### src/rtl/eth_wol_poll_ctrl.sv
// eth_wol_poll_ctrl: Avalon-MM master that polls a 1-bit Wake-on-LAN
// edge-capture PIO, clears captured edges and raises a sticky wake interrupt.
//
// state  | meaning
// IDLE   | poll timer runs while enabled, bus quiet
// RD_LVL | read level register (addr 0)
// LVL_W  | latch pin level from readdata
// RD_CAP | read edge-capture register (addr 3)
// CAP_W  | decide on captured edge
// CLR    | write 0 to addr 3, clearing the captured edge
// WAKE   | wake pulse, set irq, bump event count
// HOLD   | holdoff window, bus quiet
// FLUSH  | write addr 3 again, dropping edges seen during holdoff
module eth_wol_poll_ctrl #(
  parameter int POLL_DIV    = 50000,
  parameter int HOLDOFF_CYC = 5000000,
  parameter int CNT_W       = 8
) (
  input  logic             clk,
  input  logic             reset,
  input  logic             enable,
  input  logic             irq_ack,
  output logic             pio_chipselect,
  output logic [1:0]       pio_address,
  output logic             pio_write_n,
  output logic [31:0]      pio_writedata,
  input  logic [31:0]      pio_readdata,
  output logic             pin_level,
  output logic             wake_pulse,
  output logic             wake_irq,
  output logic [CNT_W-1:0] wol_count,
  output logic             busy
);

  // One timer serves both the poll interval (counting up in IDLE) and the
  // holdoff window (counting down in HOLD), so it is sized for the larger.
  localparam int TMAX = (POLL_DIV > HOLDOFF_CYC) ? POLL_DIV : HOLDOFF_CYC;
  localparam int TW   = (TMAX > 2) ? $clog2(TMAX) : 1;
  localparam logic [TW-1:0] POLL_TC = TW'(POLL_DIV - 1);
  localparam logic [TW-1:0] HOLD_TC = TW'(HOLDOFF_CYC - 1);

  typedef enum logic [3:0] {
    S_IDLE, S_RD_LVL, S_LVL_W, S_RD_CAP, S_CAP_W, S_CLR, S_WAKE, S_HOLD, S_FLUSH
  } state_t;

  state_t        state;
  logic [TW-1:0] timer;

  // Only bit 0 of the PIO carries information.
  logic unused_rd;
  assign unused_rd     = ^pio_readdata[31:1];
  assign pio_writedata = 32'd0;

  // Sequencer: state, timer and every registered output. Bus strobes are
  // loaded on the transition into an access state so they are valid for
  // exactly that state's cycle.
  always_ff @(posedge clk) begin
    if (reset) begin
      state          <= S_IDLE;
      timer          <= '0;
      pio_chipselect <= 1'b0;
      pio_address    <= 2'd0;
      pio_write_n    <= 1'b1;
      pin_level      <= 1'b0;
      wake_pulse     <= 1'b0;
      wake_irq       <= 1'b0;
      wol_count      <= '0;
      busy           <= 1'b0;
    end else begin
      pio_chipselect <= 1'b0;
      pio_address    <= 2'd0;
      pio_write_n    <= 1'b1;
      wake_pulse     <= 1'b0;

      // A wake in the same cycle as an ack keeps the interrupt set.
      if (state == S_WAKE) wake_irq <= 1'b1;
      else if (irq_ack)    wake_irq <= 1'b0;

      case (state)
        S_IDLE: begin
          if (!enable) begin
            timer <= '0;
          end else if (timer == POLL_TC) begin
            timer          <= '0;
            state          <= S_RD_LVL;
            pio_chipselect <= 1'b1;
            busy           <= 1'b1;
          end else begin
            timer <= timer + TW'(1);
          end
        end
        S_RD_LVL: state <= S_LVL_W;
        S_LVL_W: begin
          pin_level      <= pio_readdata[0];
          state          <= S_RD_CAP;
          pio_chipselect <= 1'b1;
          pio_address    <= 2'd3;
        end
        S_RD_CAP: state <= S_CAP_W;
        S_CAP_W: begin
          if (pio_readdata[0]) begin
            state          <= S_CLR;
            pio_chipselect <= 1'b1;
            pio_address    <= 2'd3;
            pio_write_n    <= 1'b0;
          end else begin
            state <= S_IDLE;
            busy  <= 1'b0;
          end
        end
        S_CLR: begin
          state      <= S_WAKE;
          wake_pulse <= 1'b1;
        end
        S_WAKE: begin
          if (wol_count != {CNT_W{1'b1}}) wol_count <= wol_count + CNT_W'(1);
          timer <= HOLD_TC;
          state <= S_HOLD;
        end
        S_HOLD: begin
          // Timer lands on 0 here, which is also the IDLE start value.
          if (timer == '0) begin
            state          <= S_FLUSH;
            pio_chipselect <= 1'b1;
            pio_address    <= 2'd3;
            pio_write_n    <= 1'b0;
          end else begin
            timer <= timer - TW'(1);
          end
        end
        S_FLUSH: begin
          state <= S_IDLE;
          busy  <= 1'b0;
        end
        default: begin
          state <= S_IDLE;
          timer <= '0;
          busy  <= 1'b0;
        end
      endcase
    end
  end

endmodule
### config.mk
export PLATFORM = sky130hd
export DESIGN_NAME = eth_wol_poll_ctrl
export DESIGN_NICKNAME = d
export VERILOG_FILES = /design/src/rtl/eth_wol_poll_ctrl.sv
export SDC_FILE = /design/constraint.sdc
export NUM_CORES = 1
export LEC_CHECK = 0
export ABC_AREA = 1
export BUFFER_PORTS_ARGS = -buffer_cell sky130_fd_sc_hd__buf_2
export CAP_MARGIN = 0
export CORE_MARGIN = 3
export CORE_UTILIZATION = 45
export CTS_BUF_LIST = sky130_fd_sc_hd__clkbuf_4
export CTS_CLUSTER_SIZE = 10
export DETAILED_ROUTE_END_ITERATION = 7
export PLACE_DENSITY = 0.69
export SKIP_CTS_REPAIR_TIMING = 1
export SLEW_MARGIN = 30
export SYNTH_ARGS = -nofsm -noshare
export SYNTH_HDL_FRONTEND = slang
export SYNTH_SLANG_ARGS = --single-unit
export TNS_END_PERCENT = 10
### constraint.sdc
create_clock -name clk -period 2.82 [get_ports clk]
set_input_delay 0.564 -clock clk [delete_from_list [all_inputs] [get_ports clk]]
set_output_delay 0.564 -clock clk [all_outputs]
set_load 0.01 [all_outputs]
==> results by group <==
Run status
  • Status: completed

Critical path
  • Arr. time, crit path: 2.29 ns
  • CP max FO: 13
  • Critical setup path kind: flip-flop to flip-flop
  • Cell mode on critical path: nand2_1
  • Endpoint class of the critical path: flip-flop
  • Crit path launch type: flip-flop
  • Worst-path cell chain: nand2_1 -> inv_1 -> nand2_1 -> nor2_1 -> nand3_2 -> nand2_2 -> inv_2 -> nand3_1 -> nand3_1 -> nand2_1 -> a21oi_1
  • Max stage delay cell, worst path: dfxtp_1
  • Crit path largest cell delay: 0.54 ns
  • Required @ worst endpoint: 3.08 ns

STA
  • Final Max Slew Viols: 0
  • Layout Skew: 0.0114 ns
  • RSZ-0062 raised after global routing: no
  • Min Tclk post-route: between 2 and 2.5 ns
  • TNS Setup: 0 ns
  • # setup viols final: 0
  • Hold Fails Final Rpt: 0
  • Period utilization: 0.720
  • Max Clk Rate: 493 MHz

Routing
  • Detailed Route Iter0 Violations: 242
  • WL/cell: 12.0 um
  • WL final: 7940 um
  • Residual DRC: 0
  • Detailed-route via count: 3,369
  • Via density: between 5 and 6
  • Post-DRT Antenna Nets: 0
  • DR pass1 iterations: 4

GRT
  • First-pass GRT wire length: 13,600 um
  • Largest net degree at the start of global routing: 32
  • Antenna violations before repair: 0
  • Number of global-route vias before repair: about 3,000
  • Gr ovfl total: 0
  • Global-route usage over all layers: 0.188

Placement
  • Post-DP HPWL: 5730 um
  • Post-DP Area: 0.00340 sq mm
  • GP Congestion: ~0.9
  • Port Buffers: 20

Floorplan
  • Die ar.: 0.00884 sq mm
  • Die H: 94.0 um
  • Core area: between 0.007 and 0.008 sq mm
  • Row count: 31
  • Initial core utilization: 0.473
  • I/O pins: 84
  • Die width: 94.0 um

Yosys
  • Synth top area share: 0.241
  • Yosys top cell by area: dfxtp_1
  • Post-Synth XOR/XNOR Area: 0.0377
  • Seq/Total Area, Yosys: 0.241
  • Post-Synth Adder-Cell Area: 0.0144
  • Post-Synth Simple-Gate Area: 0.391
  • Synth Area in Compound Gates: 0.133
  • Yosys warning total: 0
  • Top post-synthesis cells by area: dfxtp_1 24%, nand2_1 15%, nand3_1 8.8%
  • Post-Syn Instances: 560
  • Post-Syn Area: 0.00349 sq mm
  • Largest family of logic cells by synthesized area: simple AND/OR/NAND/NOR gates
  • Register bit total from synthesis: between 40 and 50
  • Netlist cell types: 38
  • Fraction of synthesized area in multiplexers: 0
  • Mean area per synthesized cell: 6.23 sq um

Worst hold path
  • Hold crit path type: input pin to flip-flop

Finish
  • Area Growth Syn to Fin: -0.682%
  • Finished Cell Area: ~0.0035 sq mm
  • Total Nets Final: approximately 600
  • Ratio of cells with drive above 1 in the final layout: 0.118
  • Ant diodes: 0

Clock network
  • Total CTS buffers: 5
  • Skew-Pair Late Insertion Delay: 0.37 ns
  • Reg clk slew, reported paths: 0.15 ns
  • CTS tree: built
  • Number of buffers on the longest clock path: 2
  • H-tree level count: 2
  • Clock sinks: 42
  • Root Driver: clkbuf_4

Power
  • P_sw: 1.15 mW
  • Internal power: roughly 1.1 mW
  • Power Dens Cells: around 640 mW/mm^2
  • Logic pwr share: 0.525
  • Peak VDD IR: 0.443 mV
  • Sw Ratio: 0.521
  • Share of total power in the clock network: 0.149
  • Reg power frac: 0.326
  • P_leak: about 1.6 nW

Run
  • Max cap viols: 0
[cells in the mapped netlist (all sizes together)]
cell,instances
conb,1
nand2,145
o21bai,2
o21ai,30
a21oi,44
nor4,2
clkinv,2
o221a,1
nor2,74
ha,4
nand3,62
nand4,8
xor2,13
clkbuf,5
o211ai,4
inv,52
nor3,8
o21ba,1
a31oi,1
nand3b,1
buf,55
o22ai,1
dfxtp,42
xnor2,2
[worst max-delay path: cells and delay by family, from the launching register on]
kind / cells / cell delay, ns
AND/OR/NAND/NOR: 8 / 1.00
flip-flops: 1 / 0.54
buffers and inverters: 2 / 0.30
AO/OA/AOI/OAI: 1 / 0.05
[power groups by stage]
stage               Sequential, mW  Clock, mW  Combinational (mW)
detailed placement           0.730          0                1.15
global placement             0.729          0                1.13
global route                 0.730      0.360                1.31
CTS                          0.717      0.339                1.16
floorplan                    0.713          0                1.05
finish                       0.718      0.328                1.16
[through the flow]
stage / setup slack (ns) / cells / hold WS [ns] / power [mW] / utilization
after floorplan: 1.30 / 591 / 0.478 / 1.76 / -
after global placement: 0.850 / 651 / 0.461 / 1.86 / 0.462
after detailed placement: 0.825 / 651 / 0.461 / 1.88 / 0.462
after CTS: 0.792 / 659 / 0.410 / 2.21 / 0.470
after global routing: 0.589 / 659 / 0.439 / 2.40 / 0.470
final: 0.790 / 659 / 0.425 / 2.20 / 0.470
[cell usage in the layout, fill, tap and decap left out, types with 4 or more instances in the layout]
cell / count
nor2_1: 55
nor2_4: 4
nor2_2: 14
inv_2: 5
nand3_1: 61
nand4_1: 7
o21ai_0: 24
ha_1: 4
nor3_1: 8
o21ai_1: 6
buf_2: 20
nand2_2: 5
dfxtp_1: 42
inv_1: 47
conb_1: 32
xor2_1: 13
a21oi_1: 43
nand2_1: 138
clkbuf_4: 5
[area by class of cell]
type                    count  area [sq um]
repair buffers             21           108
inverters                  54           203
clock buffers               5          37.5
well taps                  99           124
flip-flops and latches     42           841
multi-input cells         435          2130
fillers                   785          3910
clock inverters             3          21.3
[final timing paths]
path,start,to,slack [ns],cells past startpoint
worst max register to register,timer[14],timer[22],0.79,11
worst min register to register,wake_irq,wake_irq,0.49,2
worst min-delay path,irq_ack,wake_irq,0.43,4
worst max-delay path,timer[14],timer[22],0.79,11
[cell families after synthesis]
group	after synthesis
AO/OA/AOI/OAI	84
AND/OR/NAND/NOR	300
XOR/XNOR	15
buffers and inverters	114
flip-flops	42
adder cells (fa/ha/maj)	4
other	1
[sequential cells by signal, summed over array words and instances, names as in the netlist]
name / count
timer: 23
wol_count: 8
state: 4
busy: 1
pin_level: 1
pio_address: 1
pio_chipselect: 1
pio_write_n: 1
wake_irq: 1
wake_pulse: 1
[layer usage]
metal	part of all wire	track usage
met1	0.47	0.248
met2	0.46	0.310
met3	0.058	0.0353
met4	0.011	0.0542
met5	0	0
(Power assumes the default switching activity.)
